File: src/rtl/conv_out_sat_fifo.sv
// conv_out_sat_fifo: scale/saturate conv channels to RGB888, buffer in a FIFO, track raster position and clips
module conv_out_sat_fifo #(
  parameter int WIDTH = 32,
  parameter int HEIGHT = 32,
  parameter int DEPTH = 4,
  parameter int SHIFT = 0
) (
  input  logic                      clk,
  input  logic                      rstb,
  input  logic                      conv_valid,
  input  logic [47:0]               pixel_out,
  output logic                      write_ready,
  input  logic                      out_ready,
  output logic                      out_valid,
  output logic [23:0]               out_pixel,
  output logic [$clog2(WIDTH)-1:0]  out_x,
  output logic [$clog2(HEIGHT)-1:0] out_y,
  output logic                      frame_done,
  output logic [15:0]               clip_cnt
);
  localparam int AW = $clog2(DEPTH);
  localparam int XW = $clog2(WIDTH);
  localparam int YW = $clog2(HEIGHT);
  localparam logic [XW-1:0] X_LAST = XW'(WIDTH - 1);
  localparam logic [YW-1:0] Y_LAST = YW'(HEIGHT - 1);
  localparam logic [AW:0] FULL = (AW + 1)'(DEPTH);
  logic [23:0] mem [DEPTH];
  logic [AW-1:0] wr_ptr, rd_ptr;
  logic [AW:0] occ, occ_n;
  logic [8:0] sr, sg, sb;
  logic [1:0] clips;
  logic [16:0] csum;
  logic push, pop, last;
  // returns {clipped, byte} for one signed channel after the arithmetic shift
  function automatic logic [8:0] sat(input logic [15:0] ch);
    logic signed [15:0] v;
    v = $signed(ch) >>> SHIFT;
    return v < 16'sd0 ? 9'h100 : v > 16'sd255 ? 9'h1ff : {1'b0, v[7:0]};
  endfunction
  assign push = conv_valid & write_ready;
  assign pop = out_valid & out_ready;
  assign out_valid = occ != '0;
  assign out_pixel = out_valid ? mem[rd_ptr] : 24'h0;
  assign last = pop && out_x == X_LAST && out_y == Y_LAST;
  assign occ_n = occ + (AW + 1)'(push) - (AW + 1)'(pop);
  // per-channel saturation and clip tally for the incoming word
  always_comb begin
    sr = sat(pixel_out[47:32]);
    sg = sat(pixel_out[31:16]);
    sb = sat(pixel_out[15:0]);
    clips = {1'b0, sr[8]} + {1'b0, sg[8]} + {1'b0, sb[8]};
    csum = {1'b0, clip_cnt} + 17'(clips);
  end
  // storage has no reset; the head is masked to zero whenever the FIFO is empty
  always_ff @(posedge clk) begin
    if (push) mem[wr_ptr] <= {sr[7:0], sg[7:0], sb[7:0]};
  end
  // pointers, occupancy, coordinates, frame pulse and clip counter
  always_ff @(posedge clk) begin
    if (rstb) begin
      wr_ptr <= '0;
      rd_ptr <= '0;
      occ <= '0;
      write_ready <= 1'b1;
      out_x <= '0;
      out_y <= '0;
      frame_done <= 1'b0;
      clip_cnt <= 16'h0;
    end else begin
      occ <= occ_n;
      write_ready <= occ_n != FULL;
      if (push) wr_ptr <= wr_ptr + 1'b1;
      if (pop) rd_ptr <= rd_ptr + 1'b1;
      if (pop) out_x <= out_x == X_LAST ? '0 : out_x + 1'b1;
      if (pop && out_x == X_LAST) out_y <= out_y == Y_LAST ? '0 : out_y + 1'b1;
      frame_done <= last;
      clip_cnt <= last ? (push ? 16'(clips) : 16'h0) : push ? (csum[16] ? 16'hFFFF : csum[15:0]) : clip_cnt;
    end
  end
endmodule

File: config.mk
export PLATFORM = sky130hd
export DESIGN_NAME = conv_out_sat_fifo
export DESIGN_NICKNAME = d
export VERILOG_FILES = /design/src/rtl/conv_out_sat_fifo.sv
export SDC_FILE = /design/constraint.sdc
export NUM_CORES = 1
export LEC_CHECK = 0
export CAP_MARGIN = 20
export CORE_UTILIZATION = 40
export DETAILED_ROUTE_END_ITERATION = 10
export GPL_TIMING_DRIVEN = 0
export SLEW_MARGIN = 15
export SYNTH_ARGS = -nofsm -noshare
export SYNTH_HDL_FRONTEND = slang
export SYNTH_SLANG_ARGS = --single-unit
export TNS_END_PERCENT = 5
File: constraint.sdc
create_clock -name clk -period 8.6 [get_ports clk]
set_input_delay 1.72 -clock clk [delete_from_list [all_inputs] [get_ports clk]]
set_output_delay 1.72 -clock clk [all_outputs]
set_load 0.02 [all_outputs]
==> qor.csv <==
metric,value,unit
mapped cell area,5700,sq um
met1 Use GR,21.5,%
crit path max-delay cell type,fa_1,
"Avg Cell Area, Syn",13.4,sq um
ys flop type,edfxtp_1,
maxcap violations,0,
Total GRT Usage,17.5,%
Critical Setup Path Class,in -> reg,
CTS tree,done,
"commonest non-fill, non-tap cell in the layout",clkdlybuf4s50_1,
Root Buffer,clkbuf_16,
WL/cell,16.3,um
GPL Wtd Cong,0.738,
Rel. slew slack,54.3,%
clock sinks,133,
CP Launch Type,primary input,
CTS max path bufs,2,
Core ar.,13900,sq um
share of the yosys chip area belonging to registers,63.6,%
I/O pin cnt,105,
worst endpoint data arrival time,4.96,ns
Post-CTS Setup Inserts,0,
PortBufs,100,
area grow syn2layout,31.4,%
pwr/cell area,287,nW/um^2
Via Count,3795,
first-pass GRT wire length,19.0,mm
hpwl dp,7.99,mm
Post-CTS Resized,0,
max frequency,216,MHz
antenna-violating nets left,0,
busiest grt layer,met2,
syn_nets,491,
Placement Rows,43,
initial antenna violation count,0,
Initial Utilization,41.1,%
final setup skew,0.00571,ns
DRT iter0 DRCs,178,
full die area,14700,sq um
hold crit path type,reg -> reg,
CP max stage delay,0.44,ns
Period minus WS final,4.63,ns
Static Leak,2.55,nW
share of layout cells above drive strength 1,12.1,%
Worst IR Drop VDD,0.0000977,V
crit-path max FO,9,
DR pass1 iterations,4,
Die X,121,um
hold_ws,0.486,ns
count of cell types in the netlist,42,
# diodes,0,
grt ovf,0,
setup TNS,0,ns
highest-count cells in the layout ignoring fill and taps,"clkdlybuf4s50_1 (100), edfxtp_1 (96), nor2_1 (66)",
fin crit share,53.8,%
grt met3 use,4.51,%
status,finished clean,
final net count,610,
number of global-route vias before repair,3802,
H-tree level count,4,
Synth Register Bits,133,
Syn Inst Count,424,
"EDFF count, synth",96,
die height,121,um
Crit. End Element,flip-flop,
"CTS clk-pin slew, worst paths",0.06,ns
largest net degree at the start of global routing,25,
post-cts hold buffer count,0,
Final Setup Violations,0,
"Hold Vio Cnt, Final",0,
Vias/cell,5.16,
worst-margin pin slew,0.686,ns
GR Util met2,29.0,%
"Req. time, crit path",8.94,ns
Skew-Pair Late Insertion Delay,0.41,ns
Max Slew Vio Count,0,
cells along the critical path,clkdlybuf4s50_1 > nor4_1 > nand2_1 > inv_1 > fa_1 > inv_1 > ha_1 > fa_1 > nand3_1 > or4_1 > buf_2 > and4_1 > a211oi_2,
CTS buffer count,17,
DRC viols,0,
synth warn,0,
Async SR Flop Fraction,0,%
RSZ-0062 raised after global routing,false,
routed wire length,12.0,mm
==> synthesized netlist by cell type, drive strengths merged (2+ instances only) <==
cell type / number / area (sq um)
xor2: 4 / 35.0
or3: 4 / 25.0
a32o: 2 / 20.0
a211oi: 2 / 20.0
o21ai: 9 / 45.0
clkbuf: 14 / 52.6
or4: 2 / 15.0
and2: 25 / 156
o21a: 2 / 15.0
nand2: 22 / 82.6
edfxtp: 96 / 2880
nor2: 66 / 248
and3: 8 / 50.1
a21oi: 14 / 70.1
mux4: 24 / 541
fa: 3 / 60.1
buf: 4 / 18.8
a31oi: 6 / 37.5
mux2i: 2 / 20.0
nand4: 3 / 40.0
ha: 12 / 150
nand3: 12 / 60.1
nor4b: 2 / 17.5
a41oi: 2 / 17.5
nor4: 13 / 81.3
inv: 13 / 48.8
nor3: 9 / 45.0
dfxtp: 37 / 741
xnor2: 4 / 35.0
==> logic make-up after synthesis <==
| kind of cell | after synthesis | synth area share, % |
|---|---|---|
| flops | 133 | 63.6 |
| buf+inv | 31 | 2.11 |
| fa+ha+maj | 15 | 3.69 |
| xor+xnor | 8 | 1.23 |
| mux | 26 | 9.83 |
| compound gates | 42 | 4.79 |
| simple gates | 169 | 14.8 |
==> through the flow <==
| stage | setup WS (ns) | util, % | cell area [sq um] | power (mW) | instances |
|---|---|---|---|---|---|
| after floorplan | 4.18 | - | 5700 | 1.21 | 424 |
| after global placement | 3.61 | 49.9 | 6930 | 1.49 | 704 |
| after detailed placement | 3.53 | 49.9 | 6930 | 1.50 | 704 |
| after CTS | 3.95 | 54.0 | 7490 | 2.17 | 736 |
| after global routing | 3.72 | 54.0 | 7490 | 2.25 | 736 |
| final | 3.97 | 54.0 | 7490 | 2.15 | 736 |
==> sequential cells by signal (all words and copies together), names as in the netlist, 2 cells and up, named ones only <==
| register | flops |
|---|---|
| rd_ptr | 2 |
| clip_cnt | 16 |
| out_y | 5 |
| mem | 96 |
| wr_ptr | 2 |
| out_x | 5 |
| occ | 3 |
==> power by group <==
group	switching, mW	internal [mW]
Sequential	0.0338	0.766
Combinational	0.349	0.322
Clock	0.276	0.400
Total	0.659	1.49
==> path summary, 6_finish.rpt <==
check / startpoint / to / slack (ns) / cells after the start
worst max-delay path: pixel_out[27] / clip_cnt[5]$_SDFFE_PP0P_ / 3.97 / 13
worst min register to register: out_x[4]$_SDFFE_PP0P_ / out_x[4]$_SDFFE_PP0P_ / 0.49 / 2
worst max register to register: occ[1]$_SDFF_PP0_ / write_ready$_SDFF_PP1_ / 5.78 / 11
worst min-delay path: out_x[4]$_SDFFE_PP0P_ / out_x[4]$_SDFFE_PP0P_ / 0.49 / 2
==> routing by layer <==
layer  part of all wire, %  up-vias
met5                     0        -
met4                   1.6        0
met3                   4.8       16
met2                    50       84
met1                    44     1864
li1                      -     1831
==> critical path: cells and delay by family <==
| family | cells | cell delay (ns) |
|---|---|---|
| buffers and inverters | 4 | 0.81 |
| adder cells (fa/ha/maj) | 3 | 0.91 |
| AO/OA/AOI/OAI | 1 | 0.18 |
| AND/OR/NAND/NOR | 5 | 1.34 |
==> cell type report <==
cell class,instances,area [sq um]
clock inverters,14,129
multi-input cells,260,1960
flip-flops and latches,133,3620
plain buffers,18,71.3
inverters,13,48.8
repair buffers,100,1000
clock buffers,18,429
well taps,180,225
fillers,1218,6390
(Power assumes the default switching activity.)
